--- src/rtl/i2s_pkg.sv ---
// Shared definitions for the stereo I2S / left-justified transmitter:
// framing-mode constants, the stereo frame container and the helper that
// picks one payload bit out of a left-aligned sample word.
package i2s_pkg;

    // Framing modes, selected by the LEFT_JUSTIFIED parameter of the top.
    localparam logic I2S_PHILIPS   = 1'b0;
    localparam logic I2S_LEFT_JUST = 1'b1;

    // Samples are stored MSB-aligned in a word of this width, so every
    // SAMPLE_W up to this value shares one frame type.
    localparam int unsigned I2S_MAX_SAMPLE_W = 32;

    typedef struct packed {
        logic [I2S_MAX_SAMPLE_W-1:0] left;
        logic [I2S_MAX_SAMPLE_W-1:0] right;
    } i2s_frame_t;

    // Payload bit k of a slot, MSB first. The sample sits MSB-aligned with
    // zeros below it, so shifting past the sample yields the zero pad bits.
    function automatic logic payload_bit(
        input logic [I2S_MAX_SAMPLE_W-1:0] aligned,
        input int unsigned                 k
    );
        logic [I2S_MAX_SAMPLE_W-1:0] shifted;
        shifted = aligned << k;
        return shifted[I2S_MAX_SAMPLE_W-1];
    endfunction

endpackage

--- src/rtl/i2s_clk_gen.sv ---
// Bit/word clock generator. A clock-enable divider produces the BCLK phase,
// a bit counter walks the 2*SLOT_W bit periods of a frame. The "fall" strobe
// marks the clk edge where a new bit period begins; "frame_start" marks the
// fall that begins a new frame (including the first edge after enable).
module i2s_clk_gen #(
    parameter  int SLOT_W   = 32,
    parameter  int BCLK_DIV = 4,
    localparam int BIT_W    = $clog2(2 * SLOT_W)
) (
    input  logic             clk,
    input  logic             reset,
    input  logic             enable,
    output logic             bclk,
    output logic             lrclk,
    output logic             fall,
    output logic             frame_start,
    output logic [BIT_W-1:0] bit_idx_next
);

    localparam int DIV_W = $clog2(BCLK_DIV);
    localparam logic [DIV_W-1:0] DIV_LAST     = DIV_W'(BCLK_DIV - 1);
    localparam logic [DIV_W-1:0] DIV_HALF     = DIV_W'(BCLK_DIV / 2);
    localparam logic [BIT_W-1:0] BIT_LAST     = BIT_W'(2 * SLOT_W - 1);
    localparam logic [BIT_W-1:0] RIGHT_FIRST  = BIT_W'(SLOT_W);

    logic [DIV_W-1:0] div_cnt_r;
    logic [DIV_W-1:0] div_cnt_next_s;
    logic [BIT_W-1:0] bit_idx_r;
    logic [BIT_W-1:0] bit_idx_next_s;
    logic             running_r;
    logic             bclk_r;
    logic             lrclk_r;
    logic             fall_s;
    logic             frame_start_s;

    // Next divider / bit counter values and the fall and frame-start strobes.
    always_comb begin
        fall_s         = 1'b0;
        frame_start_s  = 1'b0;
        div_cnt_next_s = div_cnt_r;
        bit_idx_next_s = bit_idx_r;
        if (!enable) begin
            div_cnt_next_s = '0;
            bit_idx_next_s = '0;
        end else if (!running_r) begin
            // First enabled edge restarts the frame from bit 0.
            fall_s         = 1'b1;
            frame_start_s  = 1'b1;
            div_cnt_next_s = '0;
            bit_idx_next_s = '0;
        end else if (div_cnt_r == DIV_LAST) begin
            fall_s         = 1'b1;
            div_cnt_next_s = '0;
            if (bit_idx_r == BIT_LAST) begin
                frame_start_s  = 1'b1;
                bit_idx_next_s = '0;
            end else begin
                bit_idx_next_s = bit_idx_r + 1'b1;
            end
        end else begin
            div_cnt_next_s = div_cnt_r + 1'b1;
        end
    end

    // Counter state and registered bclk/lrclk derived from the next counts.
    always_ff @(posedge clk or posedge reset) begin
        if (reset) begin
            div_cnt_r <= '0;
            bit_idx_r <= '0;
            running_r <= 1'b0;
            bclk_r    <= 1'b0;
            lrclk_r   <= 1'b0;
        end else begin
            div_cnt_r <= div_cnt_next_s;
            bit_idx_r <= bit_idx_next_s;
            running_r <= enable;
            bclk_r    <= enable && (div_cnt_next_s >= DIV_HALF);
            lrclk_r   <= enable && (bit_idx_next_s >= RIGHT_FIRST);
        end
    end

    assign bclk         = bclk_r;
    assign lrclk        = lrclk_r;
    assign fall         = fall_s;
    assign frame_start  = frame_start_s;
    assign bit_idx_next = bit_idx_next_s;

endmodule

--- src/rtl/i2s_tx_stereo.sv ---
// Stereo I2S / left-justified serial audio transmitter. One stereo frame is
// accepted per valid/ready handshake into a pending buffer, moved to the
// active buffer at each frame start, and shifted out MSB first. Missing
// frames are reported with a one-cycle underrun pulse.
module i2s_tx_stereo
    import i2s_pkg::*;
#(
    parameter int SAMPLE_W        = 16,
    parameter int SLOT_W          = 32,
    parameter int BCLK_DIV        = 4,
    parameter int LEFT_JUSTIFIED  = 0,
    parameter int UNDERRUN_REPEAT = 0
) (
    input  logic                clk,
    input  logic                reset,
    input  logic                enable,
    input  logic [SAMPLE_W-1:0] sample_l,
    input  logic [SAMPLE_W-1:0] sample_r,
    input  logic                sample_valid,
    output logic                sample_ready,
    output logic                bclk,
    output logic                lrclk,
    output logic                sdata_out,
    output logic                underrun
);

    localparam int BIT_W = $clog2(2 * SLOT_W);
    localparam logic [BIT_W-1:0] RIGHT_FIRST = BIT_W'(SLOT_W);
    localparam logic FRAMING = (LEFT_JUSTIFIED != 0) ? I2S_LEFT_JUST : I2S_PHILIPS;
    localparam int unsigned ALIGN_SHIFT = I2S_MAX_SAMPLE_W - SAMPLE_W;

    logic             fall_s;
    logic             frame_start_s;
    logic [BIT_W-1:0] bit_idx_next_s;

    i2s_frame_t       pending_r;
    logic             pending_full_r;
    i2s_frame_t       active_r;
    logic             last_bit_r;
    logic             sample_ready_r;
    logic             sdata_r;
    logic             underrun_r;

    logic             accept_s;
    logic             pending_full_next_s;
    i2s_frame_t       active_next_s;
    logic             slot_right_s;
    logic [BIT_W-1:0] slot_pos_s;
    logic             lj_bit_s;

    i2s_clk_gen #(
        .SLOT_W   (SLOT_W),
        .BCLK_DIV (BCLK_DIV)
    ) u_clk_gen (
        .clk          (clk),
        .reset        (reset),
        .enable       (enable),
        .bclk         (bclk),
        .lrclk        (lrclk),
        .fall         (fall_s),
        .frame_start  (frame_start_s),
        .bit_idx_next (bit_idx_next_s)
    );

    assign accept_s = sample_valid && sample_ready_r;

    // Buffer hand-over at frame start and pending-full bookkeeping.
    always_comb begin
        pending_full_next_s = pending_full_r;
        active_next_s       = active_r;
        if (frame_start_s) begin
            if (pending_full_r) begin
                active_next_s       = pending_r;
                pending_full_next_s = 1'b0;
            end else if (UNDERRUN_REPEAT != 0) begin
                active_next_s = active_r;
            end else begin
                active_next_s = '0;
            end
        end else begin
            active_next_s = active_r;
        end
        // An accept can only happen while pending is empty, so it never
        // collides with the hand-over above; it simply refills pending.
        if (accept_s) begin
            pending_full_next_s = 1'b1;
        end else begin
            pending_full_next_s = pending_full_next_s;
        end
    end

    // Payload bit of the bit period that begins at the coming fall.
    always_comb begin
        slot_right_s = (bit_idx_next_s >= RIGHT_FIRST);
        if (slot_right_s) begin
            slot_pos_s = bit_idx_next_s - RIGHT_FIRST;
            lj_bit_s   = payload_bit(active_next_s.right, 32'(slot_pos_s));
        end else begin
            slot_pos_s = bit_idx_next_s;
            lj_bit_s   = payload_bit(active_next_s.left, 32'(slot_pos_s));
        end
    end

    // Pending/active buffers, handshake, underrun pulse and serial data.
    always_ff @(posedge clk or posedge reset) begin
        if (reset) begin
            pending_r      <= '0;
            pending_full_r <= 1'b0;
            active_r       <= '0;
            last_bit_r     <= 1'b0;
            sample_ready_r <= 1'b1;
            sdata_r        <= 1'b0;
            underrun_r     <= 1'b0;
        end else begin
            if (accept_s) begin
                pending_r.left  <= I2S_MAX_SAMPLE_W'(sample_l) << ALIGN_SHIFT;
                pending_r.right <= I2S_MAX_SAMPLE_W'(sample_r) << ALIGN_SHIFT;
            end else begin
                pending_r <= pending_r;
            end
            pending_full_r <= pending_full_next_s;
            sample_ready_r <= !pending_full_next_s;
            active_r       <= active_next_s;
            underrun_r     <= frame_start_s && !pending_full_r;
            if (!enable) begin
                last_bit_r <= 1'b0;
                sdata_r    <= 1'b0;
            end else if (fall_s) begin
                // last_bit_r always holds the payload bit of the period just
                // ended, which is exactly what Philips framing sends next.
                last_bit_r <= lj_bit_s;
                sdata_r    <= (FRAMING == I2S_LEFT_JUST) ? lj_bit_s : last_bit_r;
            end else begin
                last_bit_r <= last_bit_r;
                sdata_r    <= sdata_r;
            end
        end
    end

    assign sample_ready = sample_ready_r;
    assign sdata_out    = sdata_r;
    assign underrun     = underrun_r;

endmodule
--- config.mk ---
export PLATFORM = sky130hd
export DESIGN_NAME = i2s_tx_stereo
export DESIGN_NICKNAME = d
export VERILOG_FILES = /design/src/rtl/i2s_pkg.sv /design/src/rtl/i2s_clk_gen.sv /design/src/rtl/i2s_tx_stereo.sv
export SDC_FILE = /design/constraint.sdc
export NUM_CORES = 1
export LEC_CHECK = 0
export CAP_MARGIN = 20
export CORE_AREA = 2 2 145 147
export CTS_CLUSTER_SIZE = 14
export DETAILED_ROUTE_END_ITERATION = 12
export DIE_AREA = 0 0 147 149
export PLACE_DENSITY_LB_ADDON = 0.12
export SETUP_SLACK_MARGIN = 0.05
export SLEW_MARGIN = 20
export SYNTH_ARGS = -nofsm -noshare
export SYNTH_HDL_FRONTEND = slang
export SYNTH_SLANG_ARGS = --single-unit
--- constraint.sdc ---
create_clock -name clk -period 6.6 [get_ports clk]
set_input_delay 0.66 -clock clk [delete_from_list [all_inputs] [get_ports clk]]
set_output_delay 0.66 -clock clk [all_outputs]
set_load 0.05 [all_outputs]
== After elaboration in Yosys (flattened, before gate mapping) ==
Index checks and enable logic that the tools add are counted.
Word-level totals
  latch bits: 0
  input bits: 36
  output and inout bits: 5
  bits in writable memories: 0
  register bits: 112
  ROM bits: 0
  memories kept: 0
  logic and storage cells: 53
Cells by class
  divide/modulo/power cells: 0
  order comparisons: 2
  bitwise logic cells: 0
  mux-type cells: 23
  multipliers: 0
  add/subtract/negate cells: 3
  equality and inequality tests: 3
  shift operators: 2
  reduce and logical (&&, ||, !) cells: 6
Operators by type and width (number)
  2-to-1 mux 64 bit: 2
  << shifter 32 x 6 -> 32 bit: 2
  2-to-1 mux 6 bit: 4
  2-to-1 mux 1 bit: 14
  adder 6 x 1 -> 6 bit, second input constant: 1
  == test 6 bit, second input constant: 1
  greater-or-equal comparator 6 bit, second input constant: 1
  2-to-1 mux 2 bit: 3
  subtractor 6 bit, second input constant: 1
  logical AND 1 bit: 4
  adder 2 x 1 -> 2 bit, second input constant: 1
  == test 2 bit, second input constant: 1
  greater-or-equal comparator 2 bit, second input constant: 1
  logical NOT 1 bit: 2
  != test 2 x 1 -> 1 bit, second input constant: 1

== Longest topological paths before layout ==
Gate-level depths: netlist (run 1).
  depth in word-level cells: 10
  mapped depth: 12

== Modules after synthesis ==
A second synthesis (run 1) with hierarchy kept.
Unflattened totals
  cell total of the unflattened synthesis: 387
  area total of the unflattened synthesis: 4728.3 µm²
By module, submodules not included
  i2s_tx_stereo: cells each 344, times used 1, area each 4265.3 µm²
  i2s_clk_gen: cells each 43, times used 1, area each 462.9 µm²

== Worst setup path before layout (run 1) ==
No wires, ideal clock.
  kind: register to register
  start point: register, netlist name u_clk_gen.bclk
  end point: register last_bit_r
  setup slack: 4045 ps
  buffers on the path: 2
  period minus slack after synthesis: 2555 ps
  cell stages (with the launch flop): 12
  arrival time: 2429 ps
  data required time: 6474 ps
  path through: dfrtp_1 > ha_1 > buf_6 > mux2_4 > nand2_4 > inv_4 > buf_4 > mux2i_1 > nor3_1 > o41ai_1 > a31oi_1 > o32a_1
RTL lines
  to (signal assigned): line i2s_tx_stereo.sv:131  | last_bit_r <= lj_bit_s;
  to (signal assigned): line i2s_tx_stereo.sv:134  | last_bit_r <= last_bit_r;
  to (decl): line i2s_tx_stereo.sv:39  | logic last_bit_r;

==> results.sh, run 1 <==
export IMPL_outcome="finished clean"
export IMPL_cts_hold_buf=0
export IMPL_initial_core_util_pct=24.3
export IMPL_dr_pass1_iters=4
export IMPL_synth_seq_area_share_pct=55.6
export IMPL_cp_required_ns=6.84
export IMPL_design_area_mm2=0.00592
export IMPL_antenna_found_initial=0
export IMPL_slew_violations=0
export IMPL_first_iter_violations=154
export IMPL_drive_above_1_share_pct=14.2
export IMPL_cts_root_buf="clkbuf_16"
export IMPL_max_vdd_ir_drop_v=0.000153
export IMPL_cts_resized=0
export IMPL_cts_tree="built"
export IMPL_fill_cells=2203
export IMPL_rsz0062_at_grt="no"
export IMPL_p_per_area_mw_per_mm2=294
export IMPL_p_switching_mw=0.481
export IMPL_grt_pass1_wl_mm=19.5
export IMPL_layout_nets=533
export IMPL_layout_commonest_cell="dfrtp_1"
export IMPL_route_detailed_wl_per_inst_um=14.9
export IMPL_layout_common_cells="dfrtp_1 (110), nand2_1 (105), o21ai_0 (41)"
export IMPL_drt_total_wl_mm=11.6
export IMPL_min_path_type="reg2reg"
export IMPL_critPathTopFamily="compound AO/OA/AOI/OAI gates"
export IMPL_grt_max_degree=84
export IMPL_cp_depth=9
export IMPL_grt_overflow_total=0
export IMPL_synth_cell_types=57
export IMPL_port_buffers=40
export IMPL_power_leakage_nw=2.54
export IMPL_placed_cells=759
export IMPL_finalWorstSetupSlack_ns=2.96
export IMPL_cts_setup_buffers=0
export IMPL_cts_buffers=9
export IMPL_clkTransAtPathRegs_ns=0.07
export IMPL_num_vias=3391
export IMPL_max_stage_delay_ns=0.68
export IMPL_final_cells=775
export IMPL_hold_violations=0
export IMPL_pwr_share_comb_pct=16.6
export IMPL_crit_fanout=83
export IMPL_clock_sinks=111
export IMPL_skew_ns=0.00776
export IMPL_netlist_instances=470
export IMPL_power_frac_seq_pct=51.3
export IMPL_syn_area_mm2=0.00499
export IMPL_syn_area_per_cell_um2=10.6
export IMPL_cap_violations=0
export IMPL_worst_pin_slew_ns=0.730
export IMPL_ys_seq_elements=111
export IMPL_dpl_worst_slack_ns=2.53
export IMPL_core_area_mm2=0.0206
export IMPL_ant_nets=0
export IMPL_fp_dieArea_mm2=0.0219
export IMPL_hpwl_mm=7.55
export IMPL_multi_input_area_mm2=0.00203
export IMPL_relSlewSlack_pct=51.4
export IMPL_cp_arrival_ns=3.88
export IMPL_r2r_cells=9
export IMPL_critPathLaunchType="input pin"
export IMPL_drc=0
export IMPL_min_period_over_period_pct=55.1
export IMPL_setup_tns_ns=0
export IMPL_crit_type="in2reg"
export IMPL_ctsLongestPathBuffers=2
export IMPL_worstHoldPathCells=1
export IMPL_diodes=0
export IMPL_path_cells="clkdlybuf4s50_1, nor2b_1, a41oi_4, buf_4, o21ai_0, a22o_1, a211oi_1, a311oi_1, o32a_1"
export IMPL_ff_latch_area_mm2=0.00278
export IMPL_clk_latency_ns=0.36
export IMPL_critPathSlowestCell="buf_4"
export IMPL_syn_nets=508
export IMPL_ys_flop_type="dfrtp_1"
export IMPL_finalSetupViolCount=0
export IMPL_dpl_cell_area_mm2=0.00562
export IMPL_p_int_mw=1.26
export IMPL_fmax_ghz=0.275
export IMPL_cts_htree_levels=3
export IMPL_die_w_um=147
export IMPL_track_usage_pct=11.3
export IMPL_grt_pass1_vias=3611
export IMPL_syn2layout_area_growth_pct=18.5
export IMPL_rows=53
export IMPL_end_kind="register"
export IMPL_min_period_ns=3.64
export IMPL_fp_dieH_um=149
export IMPL_swShare_pct=27.7
export IMPL_synth_warnings=0
export IMPL_pwr_share_clk_pct=32.1
export IMPL_gp_congestion=0.757
export IMPL_critPathBufInv=2
export IMPL_vias_per_cell=4.38
export IMPL_ios=41
export IMPL_async_flop_share_pct=100
export IMPL_synth_edf_count=0
-- flip-flops by register name, indices dropped and copies added, names as in the netlist --
name	cells
active_r	64
last_bit_r	1
pending_full_r	1
pending_r	32
sample_ready	1
sdata_out	1
u_clk_gen.bclk	1
u_clk_gen.bit_idx_r	6
u_clk_gen.div_cnt_r	1
u_clk_gen.lrclk	1
u_clk_gen.running_r	1
underrun	1
-- Yosys cell counts, drive strengths merged (4+ instances only) --
| cell type | n | area, um2 |
|---|---|---|
| inv | 8 | 32.5 |
| nand3 | 10 | 75.1 |
| clkbuf | 14 | 52.6 |
| nor3 | 6 | 30.0 |
| mux2 | 33 | 375 |
| and2 | 33 | 213 |
| buf | 16 | 103 |
| o21ai | 41 | 205 |
| dfrtp | 110 | 2750 |
| mux2i | 13 | 130 |
| nor2 | 9 | 33.8 |
| a21oi | 17 | 85.1 |
| a31oi | 4 | 25.0 |
| nand2 | 106 | 405 |
-- power groups by stage --
stage | clock, mW | combinational (mW) | sequential, mW
6_report | 0.558 | 0.289 | 0.892
4_1_cts | 0.585 | 0.298 | 0.894
3_3_place_gp | 0 | 0.295 | 0.904
5_1_grt | 0.611 | 0.332 | 0.911
3_5_place_dp | 0 | 0.298 | 0.907
2_1_floorplan | 0 | 0.215 | 0.887
-- metrics by stage --
stage | util [%] | hold WS [ns] | total power [mW]
2_1_floorplan | - | 0.407 | 1.10
3_3_place_gp | 27.3 | 0.421 | 1.20
3_5_place_dp | 27.3 | 0.426 | 1.20
4_1_cts | 28.8 | 0.437 | 1.78
5_1_grt | 28.8 | 0.469 | 1.85
6_report | 28.8 | 0.431 | 1.74
-- final cells by class --
type,instances,share of cell area [%]
Inverter,8,0.592
Clock inverter,6,1.16
Tap cell,275,5.81
Clock buffer,10,3.87
Sequential cell,111,47.0
Timing Repair Buffer,44,7.34
Multi-Input combinational cell,321,34.3
-- final timing paths --
check                                        from                endpoint  slack [ns]
max                                        enable              last_bit_r        2.96
min                        u_clk_gen.div_cnt_r[0]  u_clk_gen.div_cnt_r[0]        0.43
max reg2reg                        u_clk_gen.bclk              last_bit_r        3.23
min reg2reg                u_clk_gen.div_cnt_r[0]  u_clk_gen.div_cnt_r[0]        0.43
max in group asynchronous                   reset            active_r[57]        4.86
min in group asynchronous                   reset           pending_r[28]        0.67
-- kinds of logic (layout without fill, tap and decap cells) --
family                     count (synthesis)  in the layout  share of synthesized area, %
muxes                                     48             48                          11.0
xor gates and xnor gates                   4              4                         0.852
and+or+nand+nor                          184            184                          17.8
DFF                                      111            111                          55.6
buffers and inverters                     38             68                          3.76
adders and majority gates                  2              2                         0.501
AOI/OAI and AO/OA                         83             83                          10.4
-- worst register-to-register path, delay by kind of cell, from the launching register on --
kind | cells | cell delay, ns
AOI/OAI and AO/OA | 6 | 1.60
adders and majority gates | 1 | 0.34
buffers and inverters | 1 | 0.69
DFF | 1 | 0.38
and+or+nand+nor | 1 | 0.24
-- per-layer routing --
| metal | global-route usage [%] | wire, um |
|---|---|---|
| met1 | 15.5 | 5870 |
| met5 | 0 | 0 |
| met3 | 2.11 | 299 |
| met4 | 4.47 | 188 |
| met2 | 17.8 | 5200 |
No activity file was read; power rests on OpenSTA's default activity.
==> run 2, diff against run 1 <==
==> constraint.sdc (replaced) <==
create_clock -name clk -period 3.6 [get_ports clk]
set_input_delay 0.36 -clock clk [delete_from_list [all_inputs] [get_ports clk]]
set_output_delay 0.36 -clock clk [all_outputs]
set_load 0.05 [all_outputs]
==> results.sh, run 2 (synthesis results as in run 1) <==
export IMPL_core_area_mm2=0.0206
export IMPL_num_vias=3467
export IMPL_grt_overflow_total=0
export IMPL_clkTransAtPathRegs_ns=0.08
export IMPL_total_power_mw=3.24
export IMPL_first_iter_violations=125
export IMPL_antenna_found_initial=0
export IMPL_layout_common_cells="dfrtp_1 (110), nand2_1 (105), o21ai_0 (41)"
export IMPL_cts_resized=0
export IMPL_cts_tree="built"
export IMPL_drt_total_wl_mm=11.6
export IMPL_grt_max_degree=61
export IMPL_hpwl_mm=7.98
export IMPL_crit_type="reg2reg"
export IMPL_track_usage_pct=11.6
export IMPL_cts_hold_buf=0
export IMPL_port_buffers=40
export IMPL_layout_commonest_cell="dfrtp_1"
export IMPL_clock_sinks=111
export IMPL_syn2layout_area_growth_pct=20.3
export IMPL_die_w_um=147
export IMPL_met2_usage_pct=17.7
export IMPL_end_kind="register"
export IMPL_worst_pin_slew_ns=0.676
export IMPL_top_register="active_r"
export IMPL_placed_cells=769
export IMPL_finalWorstSetupSlack_ns=0.609
export IMPL_drive_above_1_share_pct=16.1
export IMPL_rows=53
export IMPL_fp_dieArea_mm2=0.0219
export IMPL_vias_per_cell=4.42
export IMPL_ios=41
export IMPL_cts_htree_levels=3
export IMPL_cts_root_buf="clkbuf_16"
export IMPL_gp_congestion=0.748
export IMPL_cts_buffers=9
export IMPL_cap_violations=0
export IMPL_grt_pass1_wl_mm=19.9
export IMPL_dr_pass1_iters=4
export IMPL_power_leakage_nw=2.60
export IMPL_cts_setup_buffers=0
export IMPL_critPathLaunchType="register"
export IMPL_reg_largest_list="active_r x64, pending_r x32, u_clk_gen.bit_idx_r x6"
export IMPL_rsz0062_at_grt="no"
export IMPL_drc=0
export IMPL_final_cells=785
export IMPL_min_period_over_period_pct=83.1
export IMPL_min_period_ns=2.99
export IMPL_grt_use_met1_pct=16.2
export IMPL_cp_required_ns=3.91
export IMPL_max_vdd_ir_drop_v=0.000246
export IMPL_skew_ns=0.0104
export IMPL_initial_core_util_pct=24.3
export IMPL_dpl_worst_slack_ns=0.394
export IMPL_crit_fanout=23
export IMPL_min_path_type="reg2reg"
export IMPL_fp_dieH_um=149
export IMPL_ctsLongestPathBuffers=2
export IMPL_slew_violations=0
export IMPL_clk_latency_ns=0.36
export IMPL_fmax_ghz=0.334
export IMPL_ant_nets=0
export IMPL_gr_max_usage_layer="met2"
export IMPL_outcome="finished clean"
export IMPL_cp_arrival_ns=3.30
export IMPL_holdWs_ns=0.432
export IMPL_layout_nets=543
export IMPL_route_detailed_wl_per_inst_um=14.8
export IMPL_hold_violations=0
export IMPL_grt_pass1_vias=3686
export IMPL_largest_register_ff_count=64
export IMPL_diodes=0
export IMPL_p_per_area_mw_per_mm2=539
export IMPL_finalSetupViolCount=0
export IMPL_relSlewSlack_pct=54.9
export IMPL_setup_tns_ns=0
export IMPL_grtUsageMet3_pct=2.91
run 2: per-layer routing:
layer / vias up / part of all wire [%]
met4: 0 / 2.0
met3: 17 / 3.0
li1: 1688 / -
met5: - / 0
met2: 52 / 44
met1: 1710 / 51
run 2: final timing paths:
check	slack (ns)	cells past startpoint	from	end
worst max-delay path	0.61	10	u_clk_gen.div_cnt_r[0]	last_bit_r
worst min-delay path	0.43	1	u_clk_gen.div_cnt_r[0]	u_clk_gen.div_cnt_r[0]
worst max register to register	0.61	10	u_clk_gen.div_cnt_r[0]	last_bit_r
worst min register to register	0.43	1	u_clk_gen.div_cnt_r[0]	u_clk_gen.div_cnt_r[0]
max in group asynchronous	2.38	3	reset	active_r[46]
min in group asynchronous	0.45	2	reset	pending_r[31]
run 2: area by class of cell:
| class | count | area, um2 |
|---|---|---|
| fill | 2210 | 14500 |
| sequential | 111 | 2780 |
| multi-input combinational | 321 | 2030 |
| timing repair buffer | 54 | 518 |
| tap | 275 | 344 |
| clock buffer | 9 | 225 |
| clock inverter | 7 | 78.8 |
| inverter | 8 | 35.0 |
run 2: report_power, final:
part,internal [mW],leakage (nW),switching (mW)
clock network,0.551,0.151,0.506
logic,0.269,1.01,0.263
registers,1.50,1.44,0.153
run 2: worst max-delay path, stage by stage, from the launching register on:
cell	delay, ns
dfrtp_1	0.35
ha_1	0.40
and4_4	0.36
a41oi_4	0.34
buf_4	0.30
buf_4	0.19
a21oi_1	0.15
a21oi_1	0.08
a2111o_1	0.43
a31oi_1	0.18
o32a_1	0.15
run 2: stage by stage:
stage	area, um2	util, %
floorplan	4990	-
CTS	6010	29.2
finish	6010	29.2
global route	6010	29.2
detailed placement	5700	27.7
global placement	5700	27.7
